`config.mk`:
```
export PLATFORM = sky130hd
export DESIGN_NAME = sargantana_icache_mem_ctrl
export DESIGN_NICKNAME = d
export VERILOG_FILES = /design/src/rtl/sargantana_icache_pkg.sv /design/src/rtl/sargantana_icache_victim_sel.sv /design/src/rtl/sargantana_icache_mem_ctrl.sv
export SDC_FILE = /design/constraint.sdc
export NUM_CORES = 1
export LEC_CHECK = 0
export CAP_MARGIN = 25
export CORE_AREA = 4 4 245 247
export CTS_CLUSTER_DIAMETER = 40
export DETAILED_ROUTE_END_ITERATION = 6
export DIE_AREA = 0 0 249 251
export PLACE_DENSITY = 0.32
export RECOVER_POWER = 100
export SETUP_SLACK_MARGIN = 0.1
export SLEW_MARGIN = 20
export SYNTH_ARGS = -nofsm -noshare
export SYNTH_HDL_FRONTEND = slang
export SYNTH_SLANG_ARGS = --single-unit
```
`constraint.sdc`:
```
create_clock -name clk_i -period 6.14 [get_ports clk_i]
set_clock_uncertainty 0.15 [all_clocks]
set_input_delay 1.228 -clock clk_i [delete_from_list [all_inputs] [get_ports clk_i]]
set_output_delay 1.228 -clock clk_i [all_outputs]
set_load 0.05 [all_outputs]
```
`src/rtl/sargantana_icache_pkg.sv`:
```
// Shared types and default geometry for the instruction-cache memory controller.
// Imported by the controller top and its victim selector.
package sargantana_icache_pkg;

  localparam int DEF_ICACHE_N_WAY = 4;
  localparam int DEF_ADDR_WIDHT   = 7;
  localparam int DEF_TAG_WIDHT    = 44;
  localparam int DEF_WAY_WIDHT    = 256;

  typedef enum logic [1:0] {
    IDLE,
    FLUSH,
    REFILL_RD,
    REFILL_WR
  } icache_ctrl_state_t;

endpackage

```
`src/rtl/sargantana_icache_victim_sel.sv`:
```
// Refill victim selection: first invalid way, else a one-hot round-robin
// pointer that rotates left each time it is used.
module sargantana_icache_victim_sel
  import sargantana_icache_pkg::*;
#(
  parameter int N_WAY = DEF_ICACHE_N_WAY
) (
  input  logic             clk,
  input  logic             rst,
  input  logic [N_WAY-1:0] valid_bits,
  input  logic             advance,
  output logic [N_WAY-1:0] victim,
  output logic             all_valid
);

  logic [N_WAY-1:0] ptr;
  logic [N_WAY-1:0] first_free;
  logic             found;

  assign all_valid = &valid_bits;

  always_comb begin
    first_free = '0;
    found      = 1'b0;
    for (int i = 0; i < N_WAY; i++) begin
      if (!valid_bits[i] && !found) begin
        first_free[i] = 1'b1;
        found         = 1'b1;
      end
    end
  end

  assign victim = all_valid ? ptr : first_free;

  // Pointer only moves when it actually chose the victim.
  always_ff @(posedge clk) begin
    if (rst) begin
      ptr <= {{(N_WAY-1){1'b0}}, 1'b1};
    end else if (advance && all_valid) begin
      ptr <= {ptr[N_WAY-2:0], ptr[N_WAY-1]};
    end
  end

endmodule

```
`src/rtl/sargantana_icache_mem_ctrl.sv`:
```
// Sequencer/arbiter for the icache memory port: flush > refill > lookup.
// SARGANTANA_ICACHE_FLUSH_ON_RESET_EN: start in FLUSH after reset.
module sargantana_icache_mem_ctrl
  import sargantana_icache_pkg::*;
#(
  parameter int ICACHE_N_WAY = DEF_ICACHE_N_WAY,
  parameter int ADDR_WIDHT   = DEF_ADDR_WIDHT,
  parameter int TAG_WIDHT    = DEF_TAG_WIDHT,
  parameter int WAY_WIDHT    = DEF_WAY_WIDHT
) (
  input  logic                    clk_i,
  input  logic                    rst_i,
  input  logic                    flush_req_i,
  output logic                    flush_done_o,
  output logic                    busy_o,
  input  logic                    lookup_valid_i,
  input  logic [ADDR_WIDHT-1:0]   lookup_idx_i,
  output logic                    lookup_ready_o,
  input  logic                    refill_valid_i,
  input  logic [ADDR_WIDHT-1:0]   refill_idx_i,
  input  logic [TAG_WIDHT-1:0]    refill_tag_i,
  input  logic [WAY_WIDHT-1:0]    refill_line_i,
  output logic                    refill_ready_o,
  output logic [ICACHE_N_WAY-1:0] refill_way_o,
  input  logic [ICACHE_N_WAY-1:0] mem_valid_bit_i,
  output logic [ICACHE_N_WAY-1:0] mem_way_req_o,
  output logic                    mem_we_o,
  output logic                    mem_valid_bit_o,
  output logic [WAY_WIDHT-1:0]    mem_cline_o,
  output logic [TAG_WIDHT-1:0]    mem_tag_o,
  output logic [ADDR_WIDHT-1:0]   mem_addr_o
);

`ifdef SARGANTANA_ICACHE_FLUSH_ON_RESET_EN
  localparam icache_ctrl_state_t RST_STATE = FLUSH;
`else
  localparam icache_ctrl_state_t RST_STATE = IDLE;
`endif

  icache_ctrl_state_t     state;
  icache_ctrl_state_t     state_next;
  logic [ADDR_WIDHT-1:0]  counter;
  logic [ADDR_WIDHT-1:0]  counter_next;
  logic                   flush_pend;
  logic                   pend_next;
  logic                   advance;
  logic [ICACHE_N_WAY-1:0] victim;
  logic                   all_valid;

  sargantana_icache_victim_sel #(
    .N_WAY (ICACHE_N_WAY)
  ) u_victim_sel (
    .clk        (clk_i),
    .rst        (rst_i),
    .valid_bits (mem_valid_bit_i),
    .advance    (advance),
    .victim     (victim),
    .all_valid  (all_valid)
  );

  always_ff @(posedge clk_i) begin
    if (rst_i) begin
      state      <= RST_STATE;
      counter    <= '0;
      flush_pend <= 1'b0;
    end else begin
      state      <= state_next;
      counter    <= counter_next;
      flush_pend <= pend_next;
    end
  end

  assign busy_o = (state != IDLE);

  always_comb begin
    state_next      = state;
    counter_next    = counter;
    pend_next       = flush_pend | flush_req_i;
    advance         = 1'b0;
    flush_done_o    = 1'b0;
    lookup_ready_o  = 1'b0;
    refill_ready_o  = 1'b0;
    refill_way_o    = '0;
    mem_way_req_o   = '0;
    mem_we_o        = 1'b0;
    mem_valid_bit_o = 1'b0;
    mem_cline_o     = '0;
    mem_tag_o       = '0;
    mem_addr_o      = '0;
    unique case (state)
      IDLE: begin
        if (flush_pend || flush_req_i) begin
          state_next   = FLUSH;
          counter_next = '0;
          pend_next    = 1'b0;
        end else if (refill_valid_i) begin
          state_next = REFILL_RD;
        end else if (lookup_valid_i) begin
          lookup_ready_o = 1'b1;
          mem_way_req_o  = '1;
          mem_addr_o     = lookup_idx_i;
        end
      end
      FLUSH: begin
        // Requests seen mid-flush are covered by this flush.
        pend_next     = 1'b0;
        mem_way_req_o = '1;
        mem_we_o      = 1'b1;
        mem_addr_o    = counter;
        counter_next  = counter + ADDR_WIDHT'(1);
        if (counter == '1) begin
          flush_done_o = 1'b1;
          state_next   = IDLE;
        end
      end
      REFILL_RD: begin
        mem_way_req_o = '1;
        mem_addr_o    = refill_idx_i;
        state_next    = REFILL_WR;
      end
      REFILL_WR: begin
        advance         = 1'b1;
        mem_way_req_o   = victim;
        mem_we_o        = 1'b1;
        mem_valid_bit_o = 1'b1;
        mem_tag_o       = refill_tag_i;
        mem_cline_o     = refill_line_i;
        mem_addr_o      = refill_idx_i;
        refill_ready_o  = 1'b1;
        refill_way_o    = victim;
        state_next      = IDLE;
      end
      default: state_next = IDLE;
    endcase
  end

endmodule

```
==> results.sh <==
export IMPL_status="finished clean"
export IMPL_post_cts_setup_buffers=0
export IMPL_cts_resized=0
export IMPL_slowest_delay_ns=0.90
export IMPL_final_core_utilization_pct=18.01
export IMPL_drv_cap=0
export IMPL_nets=1398
export IMPL_ir_worst_vdd_mv=0.1084
export IMPL_post_route_min_period_ns=5.102
export IMPL_synth_seq_cells=14
export IMPL_slowest_stage="dlygate4sd3_1"
export IMPL_ant_nets=0
export IMPL_place_hpwl_mm=33.59
export IMPL_cp_startpoint="flush_req_i"
export IMPL_timing_final_crit_share_pct=83.10
export IMPL_path_class="primary input to primary output"
export IMPL_power_density_mw_per_mm2=202.2
export IMPL_syn_inst=457
export IMPL_dieArea_mm2=0.06250
export IMPL_cp_arrival_ns=3.72
export IMPL_yosys_warnings=0
export IMPL_cts_buffer_depth=2
export IMPL_sw_frac_of_total_pct=61.83
export IMPL_worstReg2RegStart="state[1]"
export IMPL_cp_common_cell="dlygate4sd3_1"
export IMPL_mostFrequentLayoutCells="322 x clkdlybuf4s50_1, 321 x dlygate4sd3_1, 300 x and2_1"
export IMPL_cts_tree="yes"
export IMPL_async_flop_share_pct=0
export IMPL_vias_per_cell=2.937
export IMPL_cts_root_buf="clkbuf_16"
export IMPL_antenna_found_initial=22
export IMPL_place_congestion=0.8651
export IMPL_grt_ovfl_total=0
export IMPL_total_power_mw=2.097
export IMPL_synth_avg_cell_area_um2=6.448
export IMPL_cp_required_ns=4.76
export IMPL_fillerInstances=6478
export IMPL_areaGrowthSynthToFinish_pct=252.0
export IMPL_power_switching_mw=1.297
export IMPL_hold_viol_final=0
export IMPL_tightest_slew_ns=1.383
export IMPL_fin_tns_setup_ns=0
export IMPL_cts_reportedPaths_clkPinSlew_ns=0.05
export IMPL_clock_sink_count=14
export IMPL_rsz0062_at_grt="no"
export IMPL_core_area_mm2=0.05759
export IMPL_dr_pass1_iters=4
export IMPL_p_clk_share_pct=6.6
export IMPL_seq_area_frac_synth_pct=9.512
export IMPL_dpl_cell_area_mm2=0.01025
export IMPL_multi_input_area_mm2=0.002504
export IMPL_hp_start="u_victim_sel.ptr[2]"
export IMPL_avgRoutedWirePerCell_um=20.49
export IMPL_cp_end_kind="primary output"
export IMPL_seq_power_share_pct=5.6
export IMPL_synthDistinctLibCells=35
export IMPL_initial_core_util_pct=5.117
export IMPL_drv_slew=0
export IMPL_combPwrFrac_pct=87.8
export IMPL_synth_nets=785
export IMPL_internal_power_mw=0.8004
export IMPL_max_freq_mhz=196.0
export IMPL_cp_max_fo=8
export IMPL_setup_viol=0
export IMPL_drc=0
export IMPL_drtIter0Drc=209
export IMPL_drive_gt1_share_pct=1.216
export IMPL_design_area_mm2=0.01037
export IMPL_num_vias=5436
export IMPL_grt_pass1_wl_mm=50.75
export IMPL_port_buffers=643
export IMPL_cts_hold_buf=0
export IMPL_clk_latency_ns=0.25
export IMPL_grt_max_degree=120
export IMPL_die_w_um=249
export IMPL_ios=644
export IMPL_track_usage_pct=11.30
export IMPL_wirelength_mm=37.93
export IMPL_mappedNetlistArea_mm2=0.002947
export IMPL_cts_made_buffers=3
export IMPL_synth_flop_cell="dfxtp_1"
export IMPL_cts_htree_levels=1
export IMPL_hold_path_class="flip-flop to flip-flop"
export IMPL_grt_pass1_vias=6059
export IMPL_fp_dieH_um=251
export IMPL_cp_start_kind="primary input"
export IMPL_path_cells="dlygate4sd3_1 -> or3b_1 -> nor2_4 -> nand2_2 -> clkinv_2 -> o2bb2ai_1 -> dlygate4sd3_1"
export IMPL_leakagePower_nw=4.718
export IMPL_rows=88
export IMPL_final_common_cell="clkdlybuf4s50_1"
export IMPL_ff_latch_area_um2=280.3
export IMPL_synth_edf_count=0
export IMPL_slew_headroom_pct=7.833
==> worst paths after layout <==
path | to | cells after the start | slack (ns)
max | mem_addr_o[4] | 7 | 1.04
min | u_victim_sel.ptr[3] | 2 | 0.33
max reg2reg | counter[4] | 6 | 3.49
min reg2reg | u_victim_sel.ptr[3] | 2 | 0.33
==> power groups by stage <==
| stage | Combinational, mW | Sequential, mW | Clock [mW] |
|---|---|---|---|
| after global placement | 1.99 | 0.120 | 0 |
| after global routing | 1.97 | 0.120 | 0.146 |
| final | 1.84 | 0.118 | 0.138 |
| after CTS | 1.98 | 0.119 | 0.142 |
| after floorplan | 1.12 | 0.113 | 0 |
| after detailed placement | 1.97 | 0.121 | 0 |
==> cells in the mapped netlist, drive strengths merged, types with 2 or more instances <==
cell     number  area, um2
dfxtp        14      280.3
and2        300       1877
nand3         7      35.03
nor3          2      10.01
xnor2         4      35.03
nand2        16      62.56
ha            5      62.56
nor2b         2      12.51
o21ai        11      55.05
o2bb2ai       6      52.55
or2           3      18.77
a22oi         6      45.04
buf           2      12.51
clkbuf       36      135.1
nor2         13      56.30
a21oi         8      40.04
nor3b         3      27.52
inv           4      15.01
nor4          3      18.77
==> sequential cells by signal, summed over array words and instances, names as in the netlist <==
name	cells
counter	7
flush_pend	1
state	2
u_victim_sel.ptr	4
==> layer usage <==
metal	share of wire [%]	global-route usage, %	vias up
met5	0.071	0	-
met3	11	6.042	24
met2	49	20.06	304
met1	38	12.55	2431
met4	0.86	0.7694	4
li1	-	-	2673
==> critical path: cells and delay by family <==
| kind | cells | cell delay, ns |
|---|---|---|
| buffers and inverters | 3 | 1.61 |
| AND/OR/NAND/NOR | 3 | 0.76 |
| AO/OA/AOI/OAI | 1 | 0.13 |
==> stage by stage <==
stage	hold WS, ns	instances	setup slack, ns
floorplan	0.2917	457	0.9482
global placement	0.3141	1830	1.162
detailed placement	0.3239	1830	1.158
CTS	0.3270	1834	1.132
global route	0.3596	1835	0.7446
finish	0.3253	1851	1.038
==> cells by family after synthesis <==
kind of cell	after synthesis	synth area share, %
AOI/OAI and AO/OA	39	8.748
adders and majority gates	5	2.123
DFF	14	9.512
buffers and inverters	43	5.690
xor gates and xnor gates	4	1.189
and+or+nand+nor	352	72.74
==> area by class of cell <==
type                            instances  share of cell area, %
Timing Repair Buffer                  646                  62.47
Sequential cell                        14                  2.702
Multi-Input combinational cell        400                  24.14
Tap cell                              765                  9.228
Clock buffer                            4                 0.8565
Antenna cell                           17                 0.4101
Inverter                                5                 0.1930
No activity file was read; power rests on OpenSTA's default activity.
